## src/rtl/tlb_write_ctrl.sv

```systemverilog
// tlb_write_ctrl: executes committed TLBWR/TLBFILL, snapshots CSR images
// and drives a single-cycle write port into the TLB array.
// Ports:
//   clk, rst (async, active-high)
//   TLBWR_req, TLBFILL_req : one-cycle commit pulses
//   TLBIDX, TLBEHI, TLBELO0, TLBELO1, ASID, tlbr_state : CSR images
//   busy, done : handshake back to commit
//   tlb_we, tlb_w_* : TLB array write port (registered, held until next capture)
// Optional macro TLBFILL_LFSR_EN: fill index from a 16-bit LFSR instead
// of the round-robin counter.
module tlb_write_ctrl #(
    parameter int TLB_ENTRIES = 16,
    parameter int INDEX_W     = 4
) (
    input  logic               clk,
    input  logic               rst,
    input  logic               TLBWR_req,
    input  logic               TLBFILL_req,
    input  logic [31:0]        TLBIDX,
    input  logic [31:0]        TLBEHI,
    input  logic [31:0]        TLBELO0,
    input  logic [31:0]        TLBELO1,
    input  logic [9:0]         ASID,
    input  logic               tlbr_state,
    output logic               busy,
    output logic               done,
    output logic               tlb_we,
    output logic [INDEX_W-1:0] tlb_w_index,
    output logic               tlb_w_e,
    output logic [18:0]        tlb_w_vppn,
    output logic [5:0]         tlb_w_ps,
    output logic [9:0]         tlb_w_asid,
    output logic               tlb_w_g,
    output logic [19:0]        tlb_w_ppn0,
    output logic [19:0]        tlb_w_ppn1,
    output logic [5:0]         tlb_w_flags0,
    output logic [5:0]         tlb_w_flags1
);

    typedef enum logic [1:0] {
        S_IDLE,
        S_WRITE,
        S_DONE
    } state_t;

    state_t             r_state;
    state_t             w_next;
    logic               w_cap;
    logic               w_fill_sel;
    logic [INDEX_W-1:0] w_fill_idx;
    logic               w_unused;

    // TLBWR has priority; a simultaneous TLBFILL is dropped entirely.
    assign w_fill_sel = TLBFILL_req & ~TLBWR_req;

    assign w_unused = &{1'b0, TLBIDX[30], TLBIDX[23:INDEX_W],
                        TLBEHI[12:0], TLBELO0[31:28], TLBELO0[7],
                        TLBELO1[31:28], TLBELO1[7]};

    always_ff @(posedge clk or posedge rst) begin
        if (rst) begin
            r_state <= S_IDLE;
        end else begin
            r_state <= w_next;
        end
    end

    always_comb begin
        w_next = r_state;
        w_cap  = 1'b0;
        busy   = 1'b0;
        done   = 1'b0;
        tlb_we = 1'b0;
        case (r_state)
            S_IDLE: begin
                if (TLBWR_req || TLBFILL_req) begin
                    w_cap  = 1'b1;
                    w_next = S_WRITE;
                end
            end
            S_WRITE: begin
                tlb_we = 1'b1;
                busy   = 1'b1;
                w_next = S_DONE;
            end
            S_DONE: begin
                done   = 1'b1;
                busy   = 1'b1;
                w_next = S_IDLE;
            end
            default: begin
                w_next = S_IDLE;
            end
        endcase
    end

`ifdef TLBFILL_LFSR_EN
    logic [15:0] r_lfsr;
    logic        w_fb;

    // Fibonacci LFSR, taps 16,14,13,11 in right-shift form.
    assign w_fb       = r_lfsr[0] ^ r_lfsr[2] ^ r_lfsr[3] ^ r_lfsr[5];
    assign w_fill_idx = r_lfsr[INDEX_W-1:0];

    always_ff @(posedge clk or posedge rst) begin
        if (rst) begin
            r_lfsr <= 16'hACE1;
        end else begin
            r_lfsr <= {w_fb, r_lfsr[15:1]};
        end
    end
`else
    logic [INDEX_W-1:0] r_fill_cnt;
    logic               r_is_fill;

    assign w_fill_idx = r_fill_cnt;

    // Counter advances only once the fill has actually completed.
    always_ff @(posedge clk or posedge rst) begin
        if (rst) begin
            r_fill_cnt <= '0;
            r_is_fill  <= 1'b0;
        end else begin
            if (w_cap) begin
                r_is_fill <= w_fill_sel;
            end
            if (r_state == S_DONE && r_is_fill) begin
                if (r_fill_cnt == INDEX_W'(TLB_ENTRIES - 1)) begin
                    r_fill_cnt <= '0;
                end else begin
                    r_fill_cnt <= r_fill_cnt + 1'b1;
                end
            end
        end
    end
`endif

    always_ff @(posedge clk or posedge rst) begin
        if (rst) begin
            tlb_w_index  <= '0;
            tlb_w_e      <= 1'b0;
            tlb_w_vppn   <= '0;
            tlb_w_ps     <= '0;
            tlb_w_asid   <= '0;
            tlb_w_g      <= 1'b0;
            tlb_w_ppn0   <= '0;
            tlb_w_ppn1   <= '0;
            tlb_w_flags0 <= '0;
            tlb_w_flags1 <= '0;
        end else if (w_cap) begin
            tlb_w_index  <= w_fill_sel ? w_fill_idx : TLBIDX[INDEX_W-1:0];
            // Refill handler always writes a valid entry regardless of NE.
            tlb_w_e      <= tlbr_state ? 1'b1 : ~TLBIDX[31];
            tlb_w_vppn   <= TLBEHI[31:13];
            tlb_w_ps     <= TLBIDX[29:24];
            tlb_w_asid   <= ASID;
            tlb_w_g      <= TLBELO0[6] & TLBELO1[6];
            tlb_w_ppn0   <= TLBELO0[27:8];
            tlb_w_ppn1   <= TLBELO1[27:8];
            tlb_w_flags0 <= TLBELO0[5:0];
            tlb_w_flags1 <= TLBELO1[5:0];
        end
    end

endmodule

```

## config.mk

```make
export PLATFORM = sky130hd
export DESIGN_NAME = tlb_write_ctrl
export DESIGN_NICKNAME = d
export VERILOG_FILES = /design/src/rtl/tlb_write_ctrl.sv
export SDC_FILE = /design/constraint.sdc
export NUM_CORES = 1
export LEC_CHECK = 0
export ABC_AREA = 1
export BUFFER_PORTS_ARGS = -buffer_cell sky130_fd_sc_hd__buf_2
export CORE_ASPECT_RATIO = 0.5
export CORE_MARGIN = 1.5
export CORE_UTILIZATION = 39
export CTS_CLUSTER_DIAMETER = 120
export DETAILED_ROUTE_END_ITERATION = 12
export GPL_TIMING_DRIVEN = 0
export PLACE_DENSITY_LB_ADDON = 0.15
export RECOVER_POWER = 50
export SLEW_MARGIN = 5
export SYNTH_ARGS = -nofsm -noshare
export SYNTH_HDL_FRONTEND = slang
export SYNTH_SLANG_ARGS = --single-unit
```

## constraint.sdc

```tcl
create_clock -name clk -period 3.9 [get_ports clk]
set_clock_uncertainty 0.1 [all_clocks]
set_input_delay 1.17 -clock clk [delete_from_list [all_inputs] [get_ports clk]]
set_output_delay 1.17 -clock clk [all_outputs]
set_load 0.005 [all_outputs]
```

==> results list, run 1 <==
* Outcome: finished with violations
- Violated checks: capacitance limit, slew limit
- Clock insertion delay at the later pin of the skew report: approximately 0.33 ns
- Routability-driven placement finished with a final weighted congestion of 0.728.
- Of the synthesized area, sequential elements account for between 60 and 70%.
- The routed design has between 9 and 10 mm of wire.
- I/O pin total: roughly 240
- In this run the worst hold path is classified as reg2reg.
* Data required, critical path: 4.07 ns
* Fin. max-slew vios: 48
* Count of inserted antenna diode cells: 0
- Power Dens Cells: around 800 mW/mm^2
- Dominant cells by area after synthesis: dfrtp_1 62%, nand2_1 27%, buf_8 2.6%
- Summed over all cells, the static leakage comes to around 3.2 nW.
* Critical Path Start: TLBWR_req
- Dividing the detail-routed via count by the number of cells gives about 4.3.
- Share of async-settable or async-resettable flops after synthesis: 100%
- The top cell type by area accounts for 62.4% of the synthesized area.
- Primary FF master, synth: dfrtp_1
- Overflow left after global routing: 0
* Setup repair after global routing missed its margin: false
* Maximum number of pins on one net before global-route repair: 54
- Setup total negative slack on the finished layout was measured at 0 ns.
* Pin slew with the least headroom to its limit: about 2.2 ns
- Detailed placement finished with a half-perimeter wire length of about 6.7 mm.
- The initial antenna violation count was 0.
* Growth of design area from synthesis to finish: 34.0%
- Port-buffer cells: between 150 and 200
- In this run the most critical hold path is launched from tlb_w_ppn0[14]$_DFFE_PP0P_.
- Avg WL per Cell: 11.7 microns
- Max Fanout on Critical Path: 10
- Clock tree synthesis selected as its root buffer the cell clkbuf_16.
* Fmax achieved: between 300 and 400 MHz
- Post-detailed-route count of antenna-violating nets: 0
- CTS tree: yes
- For this run, the detailed router's first-pass iteration total came to 6.
- Share of the clock period used by the worst path: a little under three quarters
* First-pass GRT wire length: 14.9 mm
* Core area: about 0.0097 sq mm
* Dominant cell by count in the synthesized netlist: nand2_1
- The number of hold buffers added after CTS was 0.
- The die is about 150 microns wide.
- Dpl cell area: 0.00518 sq mm
- After layout, the design draws a total of between 4 and 5 mW.
- The worst pin sits at a relative slew slack of -46.5%.
- After synthesis, the mean cell area works out to slightly below 9 sq um.
- The number of nets in the synthesized netlist is 597.
- Count of warnings emitted by yosys: 0
- After synthesis the netlist holds a flip-flop and latch count of 100.
* Arrival time worst endpoint: ~2.9 ns
- Once layout is complete, the utilization of the core stands at a little under three fifths.
* Final standard cell area without fillers: around 0.0054 sq mm
- Path type of the worst setup path: in2reg
- The clock passes through at most 2 buffers.
- The die covers between 0.01 and 0.015 sq mm.
- The worst register-to-register path has a setup slack of about 1.7 ns.
* Clock transition at the registers of the reported paths: approximately 0.060 ns
- Across every metal layer, demand over resource in global routing totals 17.1%.
- 1st-iter DRT viols: 99
- Final hold violation count: 0
- The synthesized design contains 0 enable-type register cells.
- In the final design database the tool counted 803 nets.
* Vias in the first global route: about 3.2k
* Startpoint of the worst-slack reg-to-reg timing path: r_state[0]$_DFFE_PP0P_
* Synth cell types: 15
* Number of gates given a new drive strength after cts: 0
- For the finished layout, the period the worst path requires is 2.77 ns.
- Syn Std Cell Area: about 0.0040 sq mm
- The clock drives 100 sinks.
- Setup-failing EPs final: 0
- Yosys top cell by area: dfrtp_1
* Most numerous cell types in the synthesized netlist: 293 x nand2_1, 100 x dfrtp_1, 10 x inv_1, 9 x o21ai_0, 8 x buf_4
- Crit. End Element: flop
- DRC violations left: 0
- MaxCap Viol Count: 1
- The clock tree synthesis step divided the H-tree into 3 levels.
- Number of rows created at floorplan: 25
- Counting the buffers created by CTS gives 9.
* Peak supply drop: about 360 uV
- Number of instances in the synthesized netlist: 450
- Starting density of the core: 41.2%
- Critical Path Source Type: primary input
* Die span in y: ~75 microns
* Share of post-route cells with drive strength above 1: roughly a third
- The routed layout has 3404 vias.
- After clock tree synthesis, the setup repair step added 0 buffers.
==> report_power, final <==
group / internal [mW] / leakage [nW] / switching, mW
clock network: 0.455 / 0.133 / 0.375
registers: 1.54 / 1.24 / 0.241
logic: 0.710 / 1.83 / 0.947
==> path summary, 6_finish.rpt <==
kind                                               to  cells past startpoint
min                        tlb_w_ppn0[14]$_DFFE_PP0P_                      2
max reg2reg                 tlb_w_ppn1[4]$_DFFE_PP0P_                      9
max                         tlb_w_ppn1[4]$_DFFE_PP0P_                      8
max in group asynchronous   tlb_w_asid[5]$_DFFE_PP0P_                      2
min in group asynchronous   tlb_w_asid[8]$_DFFE_PP0P_                      2
min reg2reg                tlb_w_ppn0[14]$_DFFE_PP0P_                      2
==> layout by cell type, fill, tap and decap left out, types with 4 or more instances in the layout <==
cell / count
nand2_1: 293
buf_2: 196
dfrtp_1: 100
clkbuf_1: 13
inv_1: 10
o21ai_0: 9
clkbuf_16: 9
nor2_1: 6
buf_4: 6
ha_1: 4
==> flip-flops by register name, indices dropped and copies added (netlist names) <==
signal	cells
r_fill_cnt	4
r_is_fill	1
r_state	2
tlb_w_asid	10
tlb_w_e	1
tlb_w_flags0	6
tlb_w_flags1	6
tlb_w_g	1
tlb_w_index	4
tlb_w_ppn0	20
tlb_w_ppn1	20
tlb_w_ps	6
tlb_w_vppn	19
==> cell type report <==
type	instances	area [sq um]
multi-input combinational	318	1270
clock inverter	4	33.8
buffer	20	113
fill	974	4350
clock buffer	12	246
sequential	100	2500
inverter	12	46.3
timing repair buffer	195	997
tap	135	169
==> routing by layer <==
metal	wire length (microns)	global-route usage (%)	share of wire [%]
met1	4250	21.6	46
met4	58	4.04	0.63
met5	0	0	0
met2	4340	29.8	47
met3	628	4.85	6.8
==> per-stage QoR <==
step | setup WS [ns] | hold slack, ns | instances
after floorplan | 0.0112 | 0.353 | 450
after global placement | -1.27 | 0.348 | 779
after global routing | 0.890 | 0.388 | 796
after CTS | 1.43 | 0.369 | 796
final | 1.13 | 0.363 | 796
after detailed placement | 1.62 | 0.353 | 780
==> critical path, cell delays in order <==
cell      delay [ns]
buf_2           0.11
nor2_1          0.38
nor2_8          0.04
inv_1           0.12
clkbuf_1        0.51
clkbuf_1        0.42
nand2_1         0.10
nand2_1         0.08
==> logic make-up after synthesis <==
family | after synthesis | synth area share, %
compound gates | 11 | 1.37
buf+inv | 32 | 5.86
simple gates | 302 | 28.9
xor+xnor | 1 | 0.218
fa+ha+maj | 4 | 1.25
flops | 100 | 62.4
(Power assumes the default switching activity.)
==> run 2: changes to the inputs <==
--- a/config.mk
+++ b/config.mk
@@ -9,7 +9,7 @@
 export BUFFER_PORTS_ARGS = -buffer_cell sky130_fd_sc_hd__buf_2
 export CORE_ASPECT_RATIO = 0.5
 export CORE_MARGIN = 1.5
-export CORE_UTILIZATION = 39
+export CORE_UTILIZATION = 43
 export CTS_CLUSTER_DIAMETER = 120
 export DETAILED_ROUTE_END_ITERATION = 12
 export GPL_TIMING_DRIVEN = 0
==> constraint.sdc (replaced) <==
create_clock -name clk -period 2.7 [get_ports clk]
set_clock_uncertainty 0.1 [all_clocks]
set_input_delay 0.81 -clock clk [delete_from_list [all_inputs] [get_ports clk]]
set_output_delay 0.81 -clock clk [all_outputs]
set_load 0.005 [all_outputs]
==> run 2 against run 1 <==
The run ends with DRC left. Register-to-register slack got worse by 0.90 ns. Final cell count decreased by 2.0%. Die area decreased by 9.0%. Wire length grew 1.5%. Non-clock buffer count up 2.
==> results list, run 2 (synthesized netlist as in run 1, its figures left out) <==
- The number of placement rows was 24 (-4.0%).
- Switching pwr: 2.30 mW (+47%)
* Commonest cells after routing, fill and taps aside: 293 x nand2_1, 195 x buf_2, 100 x dfrtp_1
- The internal power was 4.03 mW (+49%).
- The setup-violating endpoint count in the final report came to 0 (unchanged).
- The total number of clock tree sinks was 100 (unchanged).
- Buffer type at the clock tree root: clkbuf_16
* Final cell count without fillers: 780 (-2.0%)
- For this run, the top clock speed supported by timing is between 400 and 500 MHz.
- Clock buffer depth: 2 (unchanged)
* MaxCap Viol Count: 0 (-1)
* Number of gates given a new drive strength after cts: 0 (unchanged)
- The share of the core filled with cells in the final layout was 60.8% (+5.6 points).
- Nets: 805 (+0.25%)
- Outcome: finished with violations
- The final count of hold timing violations was 0 (unchanged).
* Placed cell count: 764 (-2.1%)
- Number of buffers inserted by post-CTS setup repair: 0 (unchanged)
- Max Fanout on Critical Path: 27 (+17)
- The horizontal die dimension was 140 microns (-4.7%).
- The worst path in the final design needs a cycle of roughly 2.1 ns, including I/O delays and setup.
- The die outline area is 0.00995 sq mm (-9.0%).
- The via density per instance is 4.44 (+3.8%).
* Die span in y: 71.3 microns (-4.6%)
* R2R Path End: tlb_w_ppn1[11]$_DFFE_PP0P_
- Core area: 0.00889 sq mm (-8.6%)
- Pin slew with the least headroom to its limit: 1.13 ns (-1.05 ns)
- Router iterations before antenna repair: 9 (+3)
- Total CTS buffers: 9 (unchanged)
- Total vias in the final route: 3462 (+1.7%)
- Power Dens Cells: 1170 mW/mm^2 (+47%)
* Post-detailed-route count of antenna-violating nets: 0 (unchanged)
- Clock insertion delay at the later pin of the skew report: 0.34 ns (about the same)
- Relative contribution of the clock network to total power: 20.9% (+1.4 points)
- The number of cells on the worst reg-to-reg path is 9 (unchanged).
- Setup repair after global routing left no endpoint under its margin.
- Worst-case headroom to the max-slew limit: 24.1% (+71 points)
* Growth of design area from synthesis to finish: 34.8%
* Global Route Usage Sum: 19.8% (+2.7 points)
- Most frequent standard cell in the layout excluding fill and tap cells: nand2_1
- The worst setup path is captured at an asynchronous set/reset pin.
* Critical Path Source Type: primary input
- The share of power burned in combinational logic came to 38.3% (-0.5 points).
- Worst setup path endpoint: tlb_w_asid[6]$_DFFE_PP0P_
* LEAKAGE: 3.24 nW (+1.3%)
- The placer's final routability congestion estimate was 0.745 (+2.4%).
* Arrival time worst endpoint: 2.40 ns (-0.54 ns)
* Setup_tns: 0 ns (unchanged)
* CTS tree: yes
- The maximum number of pins on one net before global-route repair is 31 (-43%).
- The initial antenna violation count is 0 (unchanged).
- The wire length of the first global-routing pass was 15.7 mm (+5.0%).
- 1st-iter DRT viols: 128 (+29%)
* I/O pin total: 239 (unchanged)
* Critical Path Start: rst
* Vias in the first global route: 3344 (+4.0%)
- CTS H-tree lvls: 3 (unchanged)
* Starting density of the core: 45.1% (+3.9 points)
- The switching share of power came to 36.3% (-0.31 points).
* Share of the clock period used by the worst path: 77.9%
- Worst Hold Slack: 0.366 ns (+0.00263 ns)
- The register-to-register setup slack came to 0.77 ns (-0.90 ns).
* Avg WL per Cell: 12.1 microns (+3.6%)
- The detailed-route wire length was 9.42 mm (+1.5%).
- Share of post-route cells with drive strength above 1: 34.1% (+0.65 points)
- Violated checks: DRC
- The worst hold path belongs to the class reg2reg.
- Fin. max-slew vios: 0 (-100%)
- Peak supply drop: 599 uV (+66%)
- CTS hold repair buffers: 0 (unchanged)
* Data required, critical path: 3.01 ns (-1.06 ns)
* Clock transition at the registers of the reported paths: 0.07 ns (about the same)
- Count of inserted antenna diode cells: 0 (unchanged)
- DRC violations left: 11 (+11)
- HPWL Detailed: 6.96 mm (+3.3%)
* Port-buffer cells: 194 (unchanged)
- The relative contribution of sequential cells to total power is 40.8% (-0.9 points).
* Path type of the worst setup path: in2async
- Registers with the most flip-flops: tlb_w_ppn0 x20, tlb_w_ppn1 x20, tlb_w_vppn x19
* Overflow left after global routing: 0 (unchanged)
* Startpoint of the worst-slack reg-to-reg timing path: r_state[0]$_DFFE_PP0P_
[run 2: power groups by stage]
stage	logic, mW	registers, mW	clock network, mW
after floorplan	1.36	2.66	0
after global placement	2.50	2.58	0
after detailed placement	2.60	2.60	0
after CTS	2.59	2.59	1.35
after global routing	2.79	2.68	1.42
final	2.42	2.58	1.32
[run 2: layout make-up]
class	count	area, sq um
Fill cell	839	3480
Sequential cell	100	2500
Multi-Input combinational cell	318	1270
Timing Repair Buffer	197	1010
Clock buffer	10	239
Tap cell	117	146
Buffer	20	130
Clock inverter	6	70.1
Inverter	12	46.3
[run 2: how the worst min path moves through the flow]
stage | slack [ns] | endpoint | cells after the start | from
detailed placement | 0.35 | tlb_w_asid[2]$_DFFE_PP0P_ | 2 | tlb_w_asid[2]$_DFFE_PP0P_
CTS | 0.37 | tlb_w_asid[2]$_DFFE_PP0P_ | 2 | tlb_w_asid[2]$_DFFE_PP0P_
global placement | 0.35 | tlb_w_flags0[1]$_DFFE_PP0P_ | 2 | tlb_w_flags0[1]$_DFFE_PP0P_
finish | 0.37 | tlb_w_ppn1[10]$_DFFE_PP0P_ | 2 | tlb_w_ppn1[10]$_DFFE_PP0P_
global route | 0.38 | tlb_w_ppn1[10]$_DFFE_PP0P_ | 2 | tlb_w_ppn1[10]$_DFFE_PP0P_
floorplan | 0.35 | r_is_fill$_DFFE_PP0P_ | 2 | r_is_fill$_DFFE_PP0P_
[run 2: worst max-delay path, stage by stage]
cell and delay [ns]:
buf_2 0.10, clkinvlp_2 0.66, buf_16 0.25, clkbuf_2 0.56
[run 2: through the flow]
| step | worst slack [ns] | total power [mW] | cell area [sq um] |
|---|---|---|---|
| 6_report | 0.596 | 6.32 | 5410 |
| 2_1_floorplan | 0.600 | 4.02 | 4020 |
| 3_3_place_gp | -0.102 | 5.08 | 5130 |
| 3_5_place_dp | 0.799 | 5.19 | 5200 |
| 4_1_cts | 0.581 | 6.53 | 5510 |
| 5_1_grt | 0.289 | 6.89 | 5410 |
[run 2: metal layers]
layer  share of wire, %  GRT usage (%)  vias to the layer above
met5                  0              0                        -
met4                1.1           5.03                        0
met3                7.6           6.08                       11
met2                 47           33.1                      104
met1                 44           25.6                     1576
li1                   -              -                     1771
==> run 3: changes to the inputs <==
--- a/config.mk
+++ b/config.mk
@@ -9,7 +9,7 @@
 export BUFFER_PORTS_ARGS = -buffer_cell sky130_fd_sc_hd__buf_2
 export CORE_ASPECT_RATIO = 0.5
 export CORE_MARGIN = 1.5
-export CORE_UTILIZATION = 43
+export CORE_UTILIZATION = 39
 export CTS_CLUSTER_DIAMETER = 120
 export DETAILED_ROUTE_END_ITERATION = 12
 export GPL_TIMING_DRIVEN = 0
==> constraint.sdc (replaced) <==
create_clock -name clk -period 1.9 [get_ports clk]
set_clock_uncertainty 0.1 [all_clocks]
set_input_delay 0.57 -clock clk [delete_from_list [all_inputs] [get_ports clk]]
set_output_delay 0.57 -clock clk [all_outputs]
set_load 0.005 [all_outputs]
==> run 3 against run 2 <==
The flow now finishes without violations. Final cell count increased by 2.3%. Global-route usage decreased by 2.1 points. Die area increased by 9.9%. Critical endpoint is now done. Largest power group unchanged. Highest routed layer unchanged.
==> results list, run 3 (synthesized netlist as in run 1, its figures left out) <==
- Outcome: finished, final reports clean
- The max-slew violation total from the final report was 0 (unchanged).
- The count of input and output buffers is 194 (unchanged).
* Clock transition at the registers of the reported paths: 0.07 ns (about the same)
- The pin slew with the least headroom to its limit was 1.16 ns (+0.0296 ns).
* Registers with the most flip-flops: tlb_w_ppn0 x20, tlb_w_ppn1 x20, tlb_w_vppn x19
- Routed wire length: 9.26 mm (-1.6%)
* Growth of design area from synthesis to finish: 36.4%
* Footprint of the multi-input gates: 0.00129 sq mm (+1.6%)
- The largest voltage drop on the vdd net came to 650 uV (+8.6%).
- The remaining antenna violation count came to 0 (unchanged).
- Worst-case headroom to the max-slew limit: 22.1% (-2.0 points)
- Area of all sequential standard cells: 0.00250 sq mm (unchanged)
- Crit. End Element: primary output
* Vias per cell: 4.27 (-3.8%)
* Core area: 0.00973 sq mm (+9.4%)
- LEAKAGE: 3.23 nW (-0.36%)
- Number of buffers inserted by post-CTS setup repair: 0 (unchanged)
- The total number of clock tree sinks was 100 (unchanged).
- Total CTS buffers: 9 (unchanged)
* CTS tree: yes
- HPWL Detailed: 6.76 mm (-2.9%)
* I/O pin total: 239 (unchanged)
- Setup repair after global routing missed its margin: false
- The die outline area came to 0.0109 sq mm (+9.9%).
- The smallest clock period supported by the final layout is computed as 1.83 ns.
- The clock latency at the later pin of the worst-skew pair came to 0.33 ns (about the same).
- The all-layer global routing usage came to 17.7% (-2.1 points).
- Final-layout fill cell count: 917 (+9.3%)
* Total vias in the final route: 3407 (-1.6%)
* Share of the clock period used by the worst path: a little over nine tenths
* Least setup slack across all paths after layout: 0.0666 ns (-0.529 ns)
- Vias in the first global route: 3277 (-2.0%)
- The placer's final routability congestion estimate is 0.761 (+2.1%).
- The number of iterations in the first detailed-routing pass was 4 (-5).
* Nets: 805 (unchanged)
* MaxCap Viol Count: 0 (unchanged)
- Commonest cells after routing, fill and taps aside: 293 x nand2_1, 189 x buf_2, 100 x dfrtp_1
- The share of cells above drive strength 1 is 34.5% (+0.45 points).
- Starting density of the core: 41.2% (-3.9 points)
- Worst hold path class: in2reg
* DRC violations left: 0 (-11)
- Avg WL per Cell: 11.6 microns (-3.8%)
- Setup_tns: 0 ns (unchanged)
- Leaving out fill and tap cells, the most frequent cell in the layout is nand2_1.
* Die span in y: 74.7 microns (+4.8%)
- Critical Path Source Type: flop
- Path type of the worst setup path: reg2out
- The horizontal die dimension came to 146 microns (+4.9%).
* Max Fanout on Critical Path: 3 (-89%)
- Overflow left after global routing: 0 (unchanged)
* Initial antenna violation count: 0 (unchanged)
* Final hold violation count: 0 (unchanged)
* CTS H-tree lvls: 3 (unchanged)
- Count of inserted antenna diode cells: 0 (unchanged)
* Data required, critical path: 1.23 ns (-1.78 ns)
* Pre-CTS WS: 0.221 ns (-0.577 ns)
* Number of rows created at floorplan: 25 (+4.2%)
- The arrival time reported for the critical path endpoint was 1.16 ns (-1.24 ns).
- The wire length of the first global-routing pass was 15.3 mm (-2.6%).
* Clock buffer depth: 2 (unchanged)
- The power density of the placed cells was 1630 mW/mm^2 (+40%).
- The setup-violating endpoint count in the final report came to 0 (unchanged).
* Maximum number of pins on one net before global-route repair: 29 (-6.5%)
- Based on the critical path, the design can be clocked at up to around 550 MHz.
* 1st-iter DRT viols: 104 (-19%)
- Buffer type at the clock tree root: clkbuf_16
-- run 3: cell count changes in the layout (fill, tap and decap cells not counted), moves of 2 or more --
cell / before / now
buf_12: 0 / 2
buf_2: 195 / 189
buf_8: 2 / 6
clkbuf_1: 9 / 12
inv_1: 11 / 7
inv_2: 0 / 4
inv_6: 3 / 1
-- run 3: layout make-up --
| class | count | area share [%] |
|---|---|---|
| Multi-Input combinational cell | 318 | 23.5 |
| Clock buffer | 12 | 4.51 |
| Buffer | 20 | 3.25 |
| Inverter | 12 | 0.846 |
| Sequential cell | 100 | 45.7 |
| Tap cell | 135 | 3.09 |
| Timing Repair Buffer | 197 | 18.4 |
| Clock inverter | 4 | 0.618 |
-- run 3: worst paths after layout --
kind,endpoint,depth (start not counted),slack [ns],start
max in group asynchronous,r_fill_cnt[2]$_DFFE_PP0P_,4,0.29,rst
worst max-delay path,done,3,0.07,r_state[0]$_DFFE_PP0P_
worst max register to register,tlb_w_ppn0[6]$_DFFE_PP0P_,9,0.16,r_state[0]$_DFFE_PP0P_
worst min-delay path,tlb_w_ps[5]$_DFFE_PP0P_,3,0.33,TLBIDX[29]
min in group asynchronous,tlb_w_ppn1[9]$_DFFE_PP0P_,2,0.36,rst
worst min register to register,tlb_w_asid[3]$_DFFE_PP0P_,2,0.36,tlb_w_asid[3]$_DFFE_PP0P_
-- run 3: through the flow --
step / total power, mW / hold WS (ns) / util, % / instances / instance area [sq um]
final: 8.93 / 0.330 / 56.2 / 798 / 5470
after global routing: 9.79 / 0.319 / 56.2 / 798 / 5470
after CTS: 9.11 / 0.198 / 56.5 / 798 / 5500
after detailed placement: 7.35 / 0.353 / 53.6 / 782 / 5220
after global placement: 7.26 / 0.348 / 53.0 / 779 / 5150
after floorplan: 5.72 / 0.353 / - / 450 / 4020
-- run 3: routing by layer --
| layer | vias to the layer above | GRT usage, % | share of wire [%] |
|---|---|---|---|
| met5 | - | 0 | 0 |
| met4 | 0 | 5.72 | 0.76 |
| met3 | 6 | 4.18 | 5.6 |
| met2 | 97 | 30.3 | 47 |
| met1 | 1538 | 22.7 | 46 |
| li1 | 1766 | - | - |
-- run 3: worst max-delay path: stages, from the launching register on --
cell	delay, ns
dfrtp_1	0.40
inv_2	0.10
ha_1	0.20
buf_2	0.13
-- run 3: timing repair --
item,CTS,global route
setup endpoints to repair,0,1
hold buffers,0,0
gates resized for setup,0,3
-- run 3: where the power goes --
group | switching (mW) | internal (mW)
clock network | 0.775 | 0.935
logic | 1.96 | 1.59
registers | 0.507 | 3.16
